### config.mk
export PLATFORM = sky130hd
export DESIGN_NAME = axi_slave_read_channel
export DESIGN_NICKNAME = d
export VERILOG_FILES = /design/src/rtl/axi_slave_read_channel.sv
export SDC_FILE = /design/constraint.sdc
export NUM_CORES = 1
export LEC_CHECK = 0
export CAP_MARGIN = 20
export CORE_MARGIN = 1.5
export CORE_UTILIZATION = 45
export DETAILED_ROUTE_END_ITERATION = 12
export PLACE_DENSITY = 0.84
export REMOVE_ABC_BUFFERS = 1
export SLEW_MARGIN = 25
export SYNTH_ARGS = -nofsm -noshare
export SYNTH_HDL_FRONTEND = slang
export SYNTH_SLANG_ARGS = --single-unit
### constraint.sdc
create_clock -name clk -period 6.2 [get_ports clk]
set_input_delay 0.93 -clock clk [delete_from_list [all_inputs] [get_ports clk]]
set_output_delay 0.93 -clock clk [all_outputs]
set_load 0.01 [all_outputs]
### src/rtl/axi_slave_read_channel.sv
// AXI4 read-channel slave: accepts one AR burst at a time and returns its beats
// from a synchronous single-port memory, one beat every three cycles at best.
module axi_slave_read_channel #(
  parameter int ADDR_WIDTH = 32,
  parameter int DATA_WIDTH = 32,
  parameter int LEN_WIDTH  = 8,
  parameter int MEM_AW     = 10
) (
  input  logic                  clk,
  input  logic                  rst_n,
  input  logic                  ARVALID,
  input  logic [ADDR_WIDTH-1:0] ARADDR,
  input  logic [LEN_WIDTH-1:0]  ARLEN,
  input  logic [2:0]            ARSIZE,
  input  logic [1:0]            ARBURST,
  output logic                  ARREADY,
  output logic                  RVALID,
  output logic [DATA_WIDTH-1:0] RDATA,
  output logic                  RLAST,
  output logic [1:0]            RRESP,
  input  logic                  RREADY,
  output logic                  mem_ren,
  output logic [MEM_AW-1:0]     mem_raddr,
  input  logic [DATA_WIDTH-1:0] mem_rdata
);

  localparam logic [1:0] S_IDLE  = 2'd0;
  localparam logic [1:0] S_FETCH = 2'd1;
  localparam logic [1:0] S_LOAD  = 2'd2;
  localparam logic [1:0] S_RESP  = 2'd3;

  localparam logic [2:0] SIZE_4B     = 3'b010;
  localparam logic [1:0] BURST_INCR  = 2'b01;
  localparam logic [1:0] RESP_OKAY   = 2'b00;
  localparam logic [1:0] RESP_SLVERR = 2'b10;
  localparam logic [1:0] RESP_DECERR = 2'b11;

  logic [1:0]            state_q,   state_d;
  logic [ADDR_WIDTH-1:0] addr_q,    addr_d;
  logic [LEN_WIDTH-1:0]  len_q,     len_d;
  logic [LEN_WIDTH-1:0]  cnt_q,     cnt_d;
  logic [1:0]            burst_q,   burst_d;
  logic                  err_slv_q, err_slv_d;
  logic                  err_dec_q, err_dec_d;
  logic                  ren_q,     ren_d;
  logic [DATA_WIDTH-1:0] rdata_q,   rdata_d;
  logic [1:0]            rresp_q,   rresp_d;

  logic dec_s;
  logic ren_s;
  logic last_s;

  // Any address bit above the memory window makes this beat a decode error.
  assign dec_s  = |addr_q[ADDR_WIDTH-1:MEM_AW+2];
  assign ren_s  = (state_q == S_FETCH) && !err_slv_q && !dec_s;
  assign last_s = (cnt_q == len_q);

  // ARREADY is gated by rst_n so it reads low for the whole reset window.
  assign ARREADY   = rst_n && (state_q == S_IDLE);
  assign RVALID    = (state_q == S_RESP);
  assign RDATA     = rdata_q;
  assign RRESP     = rresp_q;
  assign RLAST     = (state_q == S_RESP) && last_s;
  assign mem_ren   = ren_s;
  assign mem_raddr = (state_q == S_FETCH) ? addr_q[MEM_AW+1:2] : '0;

  // Next-state logic for the burst FSM and its per-beat datapath.
  always_comb begin
    state_d   = state_q;
    addr_d    = addr_q;
    len_d     = len_q;
    cnt_d     = cnt_q;
    burst_d   = burst_q;
    err_slv_d = err_slv_q;
    err_dec_d = err_dec_q;
    ren_d     = ren_q;
    rdata_d   = rdata_q;
    rresp_d   = rresp_q;
    case (state_q)
      S_IDLE: begin
        if (ARVALID && ARREADY) begin
          addr_d    = ARADDR;
          len_d     = ARLEN;
          burst_d   = ARBURST;
          cnt_d     = '0;
          err_slv_d = (ARSIZE != SIZE_4B) || ARBURST[1];
          err_dec_d = 1'b0;
          state_d   = S_FETCH;
        end else begin
          state_d = S_IDLE;
        end
      end
      S_FETCH: begin
        err_dec_d = dec_s;
        ren_d     = ren_s;
        state_d   = S_LOAD;
      end
      S_LOAD: begin
        // Beats that never read memory return zero data.
        if (ren_q) begin
          rdata_d = mem_rdata;
        end else begin
          rdata_d = '0;
        end
        if (err_slv_q) begin
          rresp_d = RESP_SLVERR;
        end else if (err_dec_q) begin
          rresp_d = RESP_DECERR;
        end else begin
          rresp_d = RESP_OKAY;
        end
        state_d = S_RESP;
      end
      S_RESP: begin
        if (RREADY && last_s) begin
          state_d = S_IDLE;
        end else if (RREADY) begin
          cnt_d = cnt_q + LEN_WIDTH'(32'd1);
          if (burst_q == BURST_INCR) begin
            addr_d = addr_q + ADDR_WIDTH'(32'd4);
          end else begin
            addr_d = addr_q;
          end
          state_d = S_FETCH;
        end else begin
          state_d = S_RESP;
        end
      end
      default: begin
        state_d = S_IDLE;
      end
    endcase
  end

  // State registers with synchronous active-low reset.
  always_ff @(posedge clk) begin
    if (!rst_n) begin
      state_q   <= S_IDLE;
      addr_q    <= '0;
      len_q     <= '0;
      cnt_q     <= '0;
      burst_q   <= 2'b00;
      err_slv_q <= 1'b0;
      err_dec_q <= 1'b0;
      ren_q     <= 1'b0;
      rdata_q   <= '0;
      rresp_q   <= 2'b00;
    end else begin
      state_q   <= state_d;
      addr_q    <= addr_d;
      len_q     <= len_d;
      cnt_q     <= cnt_d;
      burst_q   <= burst_d;
      err_slv_q <= err_slv_d;
      err_dec_q <= err_dec_d;
      ren_q     <= ren_d;
      rdata_q   <= rdata_d;
      rresp_q   <= rresp_d;
    end
  end

endmodule

==> out/metrics.cfg, run 1 <==
[run_status]
status = complete, no violations

[detailed_routing]
vias = 4612
ant_nets = 0
drt_iter0_drc = 171
drt_first_pass_iters = 6
vias_per_cell = 5.673
wl_um = 12260
drc = 0
wl_per_cell_um = 15.08

[global_routing]
grt_pass1_wl_um = 19690
antenna_found_initial = 0
grt_pass1_vias = 4288
grt_overflow = 0
grt_max_degree = 50
grt_util_all_layers_pct = 23.45

[setup_path]
path_cells = clkdlybuf4s50_1 > and2_1 > clkdlybuf4s50_1
start_kind = primary input
worstPathRequired_ns = 5.27
crit_top_cell = clkdlybuf4s50_1
cpMaxStageDelayCell = clkdlybuf4s50_1
criticalPathCategory = in -> out
critPathMaxFanout = 15
cp.arrival_ns = 2.48
path_buf_inv = 2
cpPeakStageDelay_ns = 0.80
critPathTopFamily = buffers and inverters
worst_setup_path_end_kind = primary output

[die]
die_x_um = 103.0
ios = 129
dieArea_mm2 = 0.01060
initial_core_util_pct = 46.22
fp-row-count = 36
die_h_um = 103.0
core_area_mm2 = 0.009729

[place]
place_congestion = 0.8801
placed_area_mm2 = 0.005833
portBuffers = 126
detailed_place_hpwl_um = 8468

[timing]
finClkSkew_ns = 0.008815
setup_viol = 0
report.final.slew_viol_count = 0
rsz0062_at_grt = false
max_slew_margin_pct = 40.10
min_period_ns = 3.410
max_freq_mhz = 293.3
timing.final.crit_share_pct = 54.99
setup_tns_ns = 0
worst_slew_pin_slew_ns = 0.8909
final-hold-violation-count = 0

[worst_hold_path]
hp-class = reg -> reg

[finish]
syn2layout_area_growth_pct = 34.70
final_common_cell = clkdlybuf4s50_1
final_nets = 763
drive_above_1_share_pct = 5.147
mostFrequentLayoutCells = clkdlybuf4s50_1 (126), dfxtp_1 (87), a21oi_1 (74)
n_antenna_cell = 0
fin_area_mm2 = 0.006057

[synth]
synthCells = 574
synth_seq_area_share_pct = 38.73
syn_area_per_cell_um2 = 7.834
yosys_register_bits = 87
synth_edf_count = 0
yosys_warnings = 0
synth-main-ff-cell = dfxtp_1
ys_async_sr_fraction_pct = 0
syn-cell-area_mm2 = 0.004497
synth_cell_types = 57

[clocking]
cts_buffers = 9
cts_buffer_depth = 2
clkSinkCount = 87
holdBufCountCts = 0
post_cts_buffers = 0
cts.htree.levels = 3
ctsRootBufferMaster = clkbuf_8
ctsResizeCount = 0
clk_latency_ns = 0.36
cts_tree = done
clk_pin_slew_ns = 0.08

[pwr]
leakage_nw = 2.153
irDropWorstVdd_mv = 0.2019
total_power_mw = 1.985
powerDensity_mw_per_mm2 = 327.7

[job]
cap_violations = 0

worst register-to-register path, stage by stage, from the launching register on:
cell and delay (ns):
dfxtp_1 0.37, ha_1 0.19, buf_4 0.42, inv_1 0.09, buf_4 0.30, o31ai_2 0.77, buf_4 0.30, a21oi_1 0.09
a32o_1 0.29
layout make-up:
cell class | instances | area, µm²
fillers | 865 | 3672
multi-input cells | 433 | 2570
flip-flops and latches | 87 | 1742
repair buffers | 133 | 1314
well taps | 133 | 166.4
clock buffers | 13 | 158.9
clock inverters | 3 | 65.06
inverters | 11 | 41.29
logic make-up (layout without fill, tap and decap cells):
kind of cell / after synthesis / count (layout) / share of synthesized area, %
and+or+nand+nor: 246 / 246 / 29.05
AOI/OAI and AO/OA: 170 / 170 / 23.65
adders and majority gates: 7 / 7 / 1.948
buffers and inverters: 54 / 160 / 4.647
muxes: 1 / 1 / 0.2226
DFF: 87 / 87 / 38.73
xor gates and xnor gates: 9 / 9 / 1.753
layer usage:
layer	vias to the layer above	GRT usage (%)	share of wire, %
met5	-	0	0
met4	0	9.356	1.8
met3	21	7.864	9.6
met2	192	38.41	47
met1	2135	28.40	42
li1	2264	-	-
final timing paths:
kind	start	to	slack, ns	depth (start not counted)
setup / recovery	rst_n	ARREADY	2.79	3
hold / removal	RRESP[0]$_SDFFE_PN0P_	RRESP[0]$_SDFFE_PN0P_	0.47	2
setup reg to reg	state_q[1]$_SDFF_PN0_	addr_q[28]$_SDFFE_PN0P_	3.30	8
hold reg to reg	RRESP[0]$_SDFFE_PN0P_	RRESP[0]$_SDFFE_PN0P_	0.47	2
where the power goes:
group          switching [mW]  internal (mW)  leakage (nW)  total [mW]
combinational           0.405          0.319          1.33       0.724
sequential              0.147          0.667         0.708       0.814
clock                   0.199          0.249         0.114       0.448
cell usage after synthesis (all sizes together), types with 2 or more instances:
master	count	area, µm²
dfxtp	87	1742
a21oi	74	370.4
nand2	57	214.0
nor2	50	187.7
nor2b	40	250.2
clkbuf	31	116.4
o21ai	30	150.1
nand4	17	112.6
and2	14	87.58
nand3	14	75.07
nor4	14	106.4
buf	12	51.30
inv	10	37.54
xnor2	9	78.83
a21o	8	60.06
nor3	8	40.04
o31ai	8	60.06
and3	7	43.79
ha	7	87.58
o221a	6	67.56
o32ai	6	52.55
o21a	5	37.54
or3	5	31.28
nand4b	4	35.03
o211ai	4	30.03
o31a	4	35.03
or4	4	33.78
a31oi	3	18.77
and4	3	26.28
nand2b	3	18.77
nor3b	3	22.52
o22ai	3	18.77
a211oi	2	15.01
a22oi	2	15.01
a32o	2	20.02
a32oi	2	17.52
a41oi	2	17.52
nand3b	2	15.01
metrics by stage:
step	setup slack, ns	util, %	cells	hold slack (ns)
after floorplan	0.4879	-	531	0.4443
after global placement	2.645	59.94	797	0.4571
after detailed placement	2.569	59.95	797	0.4699
after CTS	2.767	62.26	813	0.4802
after global routing	2.624	62.26	813	0.5023
final	2.791	62.26	813	0.4738
flip-flops by register name, summed over array words and instances, names as in the netlist, 2 cells and up:
register	flops
burst_q	2
len_q	8
RRESP	2
RDATA	32
addr_q	30
cnt_q	8
state_q	2
(Power assumes the default switching activity.)
==> run 2: changes to the inputs <==
clock period = 3.15 ns   (was 6.2 ns; I/O delays follow)
==> out/metrics.cfg, run 2 (same netlist as run 1, synthesis figures left out) <==
[run_status]
status = complete, no violations

[finish]
largest_register_ffs = 32  ; unchanged
fill_cells = 859  ; -0.69%
final_common_cell = clkdlybuf4s50_1
syn2layout_area_growth_pct = 35.42
drive_above_1_share_pct = 5.702  ; +0.55 points
final_nets = 768  ; +0.66%
final_cells = 817  ; +0.49%
n_antenna_cell = 0  ; unchanged
mostFrequentLayoutCells = clkdlybuf4s50_1 (126), dfxtp_1 (87), a21oi_1 (74)

[timing]
finClkSkew_ns = 0.01054  ; +0.001724 ns
max_freq_mhz = 347.1
setup_viol = 0  ; unchanged
report.final.slew_viol_count = 0  ; unchanged
worst_slew_pin_slew_ns = 0.8123  ; -0.07853 ns
max_slew_margin_pct = 45.38  ; +5.3 points
timing.final.crit_share_pct = 91.46
rsz0062_at_grt = false
final-hold-violation-count = 0  ; unchanged
min_period_ns = 2.881
setup_tns_ns = 0  ; unchanged

[setup_path]
cp.arrival_ns = 2.41  ; -0.07 ns
timing.rr.start = cnt_q[3]$_SDFFE_PN0P_
worstPathRequired_ns = 2.68  ; -2.59 ns
r2r.worst_path.cells = 5  ; -3
cpMaxStageDelayCell = clkdlybuf4s50_1
reg2reg_slack_ns = 0.81  ; -2.49 ns
criticalPathCategory = reg -> out
worst_setup_path_end_kind = primary output
start_kind = flop
critPathMaxFanout = 6  ; -9
path_cells = xnor2_1 > nand4_1 > or2_2 > nor2_1 > clkdlybuf4s50_1
reg2reg_to = addr_q[28]$_SDFFE_PN0P_
cpPeakStageDelay_ns = 0.56  ; -0.24 ns

[detailed_routing]
wl_met2_um = 5738  ; -0.38%
wl_per_cell_um = 15.36  ; +1.9%
vias = 4639  ; +0.59%
drc = 0  ; unchanged
wl_met3_um = 1234  ; +5.4%
top_layer = met4
routedLengthMet1_um = 5277  ; +3.3%
vias_per_cell = 5.678  ; about the same
ant_nets = 0  ; unchanged
drt_first_pass_iters = 5  ; -1
drt_iter0_drc = 222  ; +30%
wl_um = 12550  ; +2.4%

[global_routing]
grt_pass1_wl_um = 20200  ; +2.6%
grt_util_all_layers_pct = 24.06  ; +0.61 points
grt_pass1_vias = 4331  ; +1.0%
grt_overflow = 0  ; unchanged
grt_max_degree = 49  ; -2.0%
antenna_found_initial = 0  ; unchanged

[pwr]
irDropWorstVdd_mv = 0.2962  ; +47%
total_power_mw = 3.934  ; +98%
powerDensity_mw_per_mm2 = 646.0  ; +97%
leakage_nw = 2.175  ; +1.0%

[worst_hold_path]
min_to = RRESP[0]$_SDFFE_PN0P_
holdPathStages = 2  ; unchanged
hp-class = reg -> reg
min_from = RRESP[0]$_SDFFE_PN0P_

[clocking]
ctsRootBufferMaster = clkbuf_8
cts.htree.levels = 3  ; unchanged
holdBufCountCts = 0  ; unchanged
clk_pin_slew_ns = 0.08  ; about the same
cts_buffer_depth = 2  ; unchanged
clkSinkCount = 87  ; unchanged
ctsResizeCount = 0  ; unchanged
post_cts_buffers = 0  ; unchanged
cts_tree = done
cts_buffers = 9  ; unchanged
clk_latency_ns = 0.36  ; about the same

[place]
place_inst = 802  ; +0.63%
place_congestion = 0.8981  ; +2.0%
detailed_place_hpwl_um = 8762  ; +3.5%
portBuffers = 126  ; unchanged

[die]
ios = 129  ; unchanged
die_h_um = 103.0  ; unchanged
fp-row-count = 36  ; unchanged
dieArea_mm2 = 0.01060  ; unchanged
initial_core_util_pct = 46.22  ; unchanged
die_x_um = 103.0  ; unchanged
core_area_mm2 = 0.009729  ; unchanged

[job]
cap_violations = 0  ; unchanged

## run 2: cell types whose count changed in the layout (fill, tap and decap cells not counted), sizes merged
cell	change
clkinv	+1
buf	+5
clkbuf	-2
## run 2: cell type report
type	count	area (µm²)	area share, %
multi-input cells	433	2577	42.33
flip-flops and latches	87	1742	28.60
repair buffers	138	1351	22.19
well taps	133	166.4	2.733
clock buffers	11	141.4	2.322
clock inverters	4	70.07	1.151
inverters	11	41.29	0.6780
## run 2: where the power goes
part	switching (mW)	internal [mW]
sequential	0.289	1.31
clock	0.389	0.462
combinational	0.824	0.658
total	1.50	2.43
## run 2: how the worst max path moves through the flow
stage	from	end	slack, ns	cells past startpoint
final	cnt_q[3]$_SDFFE_PN0P_	RLAST	0.27	5
after floorplan	state_q[0]$_SDFF_PN0_	addr_q[18]$_SDFFE_PN0P_	-2.56	5
after detailed placement	rst_n	cnt_q[7]$_SDFFE_PN0P_	0.69	7
after global routing	cnt_q[3]$_SDFFE_PN0P_	RLAST	0.21	5
after global placement	rst_n	cnt_q[5]$_SDFFE_PN0P_	0.64	7
after CTS	cnt_q[2]$_SDFFE_PN0P_	RLAST	0.28	5
## run 2: metrics by stage
stage	hold slack, ns	utilization (%)	area, µm²	setup slack (ns)
after detailed placement	0.4681	60.42	5878	0.6916
after global routing	0.5023	62.59	6090	0.2115
after floorplan	0.4443	-	4329	-2.562
after CTS	0.4790	62.59	6090	0.2809
final	0.4728	62.59	6090	0.2690
after global placement	0.4576	60.33	5869	0.6383
## run 2: worst max-delay path, delay by kind of cell (launching register included)
| kind | cells | cell delay (ns) |
|---|---|---|
| and+or+nand+nor | 3 | 0.89 |
| buffers and inverters | 1 | 0.56 |
| DFF | 1 | 0.45 |
| xor gates and xnor gates | 1 | 0.16 |
## run 2: per-layer routing
layer,vias to the layer above,track usage [%]
met1,2135,29.26
li1,2265,-
met3,26,7.593
met5,-,0
met4,0,9.875
met2,213,39.47
==> run 3: changes to the inputs <==
clock period = 3.1 ns   (was 3.15 ns; I/O delays follow)
==> out/metrics.cfg, run 3 (same netlist as run 1, synthesis figures left out) <==
[run_status]
status = complete, no violations

[clocking]
post_cts_buffers = 0  ; unchanged
cts_buffers = 9  ; unchanged
holdBufCountCts = 0  ; unchanged
clkSinkCount = 87  ; unchanged
cts_tree = done
cts_buffer_depth = 2  ; unchanged
clk_pin_slew_ns = 0.09  ; about the same
clk_latency_ns = 0.36  ; about the same
ctsRootBufferMaster = clkbuf_8
cts.htree.levels = 3  ; unchanged
ctsResizeCount = 0  ; unchanged

[pwr]
combinationalPowerShare_pct = 39.4  ; +1.7 points
seqPwrFrac_pct = 41.9  ; +1.2 points
powerDensity_mw_per_mm2 = 642.9  ; -0.48%
p_sw_share_pct = 39.17  ; +0.99 points
irDropWorstVdd_mv = 0.3119  ; +5.3%
p_clk_share_pct = 18.7  ; -2.9 points
leakage_nw = 2.150  ; -1.2%
netSwitchingPower_mw = 1.522  ; +1.3%
p_int_mw = 2.363  ; -2.8%

[finish]
fill_cells = 887  ; +3.3%
final_common_cell = clkdlybuf4s50_1
drive_above_1_share_pct = 5.255  ; -0.45 points
largest_register_ffs = 32  ; unchanged
fin_util_pct = 62.11  ; -0.48 points
final_nets = 768  ; unchanged
ff_latch_area_mm2 = 0.001742  ; unchanged
multi_input_area_mm2 = 0.002569  ; -0.34%
fin_area_mm2 = 0.006043  ; -0.76%
syn2layout_area_growth_pct = 34.39
mostFrequentLayoutCells = clkdlybuf4s50_1 (126), dfxtp_1 (87), a21oi_1 (74)
n_antenna_cell = 0  ; unchanged

[timing]
timing.final.ws_setup_ns = 0.3072  ; +0.03818 ns
finClkSkew_ns = 0.01047  ; -0.00006800 ns
rsz0062_at_grt = false
final-hold-violation-count = 0  ; unchanged
max_slew_margin_pct = 40.64  ; -4.7 points
setup_tns_ns = 0  ; unchanged
report.final.slew_viol_count = 0  ; unchanged
min_period_ns = 2.793
timing.final.crit_share_pct = 90.09
setup_viol = 0  ; unchanged
max_freq_mhz = 358.1
worst_slew_pin_slew_ns = 0.8829  ; +0.07057 ns

[die]
ios = 129  ; unchanged
die_h_um = 103.0  ; unchanged
initial_core_util_pct = 46.22  ; unchanged
fp-row-count = 36  ; unchanged
die_x_um = 103.0  ; unchanged
dieArea_mm2 = 0.01060  ; unchanged
core_area_mm2 = 0.009729  ; unchanged

[place]
place_congestion = 0.8974  ; about the same
dp_slack_ns = 0.5620  ; -0.1296 ns
portBuffers = 126  ; unchanged
placed_area_mm2 = 0.005873  ; about the same
detailed_place_hpwl_um = 8745  ; -0.20%

[setup_path]
reg2reg_slack_ns = 0.71  ; -0.10 ns
critPathLaunch = addr_q[18]$_SDFFE_PN0P_
worstPathRequired_ns = 2.63  ; -0.05 ns
critPathMaxFanout = 7  ; +1
crit_end = mem_ren
start_kind = flop
worst_setup_path_end_kind = primary output
criticalPathCategory = reg -> out
timing.rr.start = cnt_q[2]$_SDFFE_PN0P_
cpMaxStageDelayCell = clkdlybuf4s50_1
r2r.worst_path.cells = 6  ; +1
cpPeakStageDelay_ns = 0.63  ; +0.07 ns
cp.arrival_ns = 2.33  ; -0.08 ns
path_cells = nor4_1 > and3_1 > nand3_1 > nor3b_1 > clkdlybuf4s50_1
reg2reg_to = addr_q[28]$_SDFFE_PN0P_

[detailed_routing]
ant_nets = 0  ; unchanged
vias = 4604  ; -0.75%
drt_iter0_drc = 192  ; -14%
vias_per_cell = 5.628  ; -0.88%
drc = 0  ; unchanged
wl_um = 12520  ; -0.18%
wl_per_cell_um = 15.31  ; -0.31%
drt_first_pass_iters = 4  ; -1

[global_routing]
antenna_found_initial = 0  ; unchanged
grt_max_degree = 48  ; -2.0%
grt_pass1_wl_um = 20410  ; +1.0%
grt_util_all_layers_pct = 24.24  ; +0.18 points
grt_overflow = 0  ; unchanged
grt_pass1_vias = 4385  ; +1.2%

[job]
cap_violations = 0  ; unchanged

[worst_hold_path]
hp-class = reg -> reg
holdPathStages = 2  ; unchanged

## run 3: cell types whose count changed in the layout (fill, tap and decap cells not counted)
cell	delta
o31ai_4	-1
buf_4	-1
clkinv_2	-2
buf_6	+1
clkbuf_1	+4
o31ai_2	+1
bufinv_16	-2
clkbuf_8	+1
## run 3: critical path, delay by kind of cell (launching register included)
kind | cells | cell delay (ns)
buf+inv | 1 | 0.63
simple gates | 4 | 0.95
flops | 1 | 0.38
## run 3: power groups by stage
stage          clock network (mW)  registers (mW)  logic, mW
2_1_floorplan                   0            1.56      0.983
3_3_place_gp                    0            1.63       1.44
3_5_place_dp                    0            1.64       1.52
4_1_cts                     0.748            1.62       1.52
5_1_grt                     0.787            1.67       1.69
6_report                    0.727            1.63       1.53
## run 3: how the worst min path moves through the flow
| stage | from | to | slack, ns |
|---|---|---|---|
| after global placement | burst_q[1]$_SDFFE_PN0P_ | burst_q[1]$_SDFFE_PN0P_ | 0.46 |
| after global routing | len_q[5]$_SDFFE_PN0P_ | len_q[5]$_SDFFE_PN0P_ | 0.50 |
| final | len_q[4]$_SDFFE_PN0P_ | len_q[4]$_SDFFE_PN0P_ | 0.47 |
| after floorplan | burst_q[1]$_SDFFE_PN0P_ | burst_q[1]$_SDFFE_PN0P_ | 0.44 |
| after detailed placement | len_q[3]$_SDFFE_PN0P_ | len_q[3]$_SDFFE_PN0P_ | 0.47 |
| after CTS | len_q[3]$_SDFFE_PN0P_ | len_q[3]$_SDFFE_PN0P_ | 0.48 |
## run 3: layout make-up
cell class | count | area share, %
multi-input cells | 433 | 42.51
clock buffers | 16 | 2.816
inverters | 11 | 0.6832
well taps | 133 | 2.754
flip-flops and latches | 87 | 28.82
repair buffers | 138 | 22.42
## run 3: metal layers
layer	vias up	share of wire (%)	global-route usage, %
li1	2274	-	-
met1	2134	43	29.00
met2	179	47	40.38
met3	17	8.6	8.068
met4	0	1.7	9.252
met5	-	0	0
## run 3: per-stage QoR
step           hold WS (ns)  power, mW  cells
6_report             0.4733      3.885    818
3_3_place_gp         0.4555      3.061    801
3_5_place_dp         0.4681      3.160    802
2_1_floorplan        0.4443      2.547    531
5_1_grt              0.5023      4.146    818
4_1_cts              0.4791      3.886    818
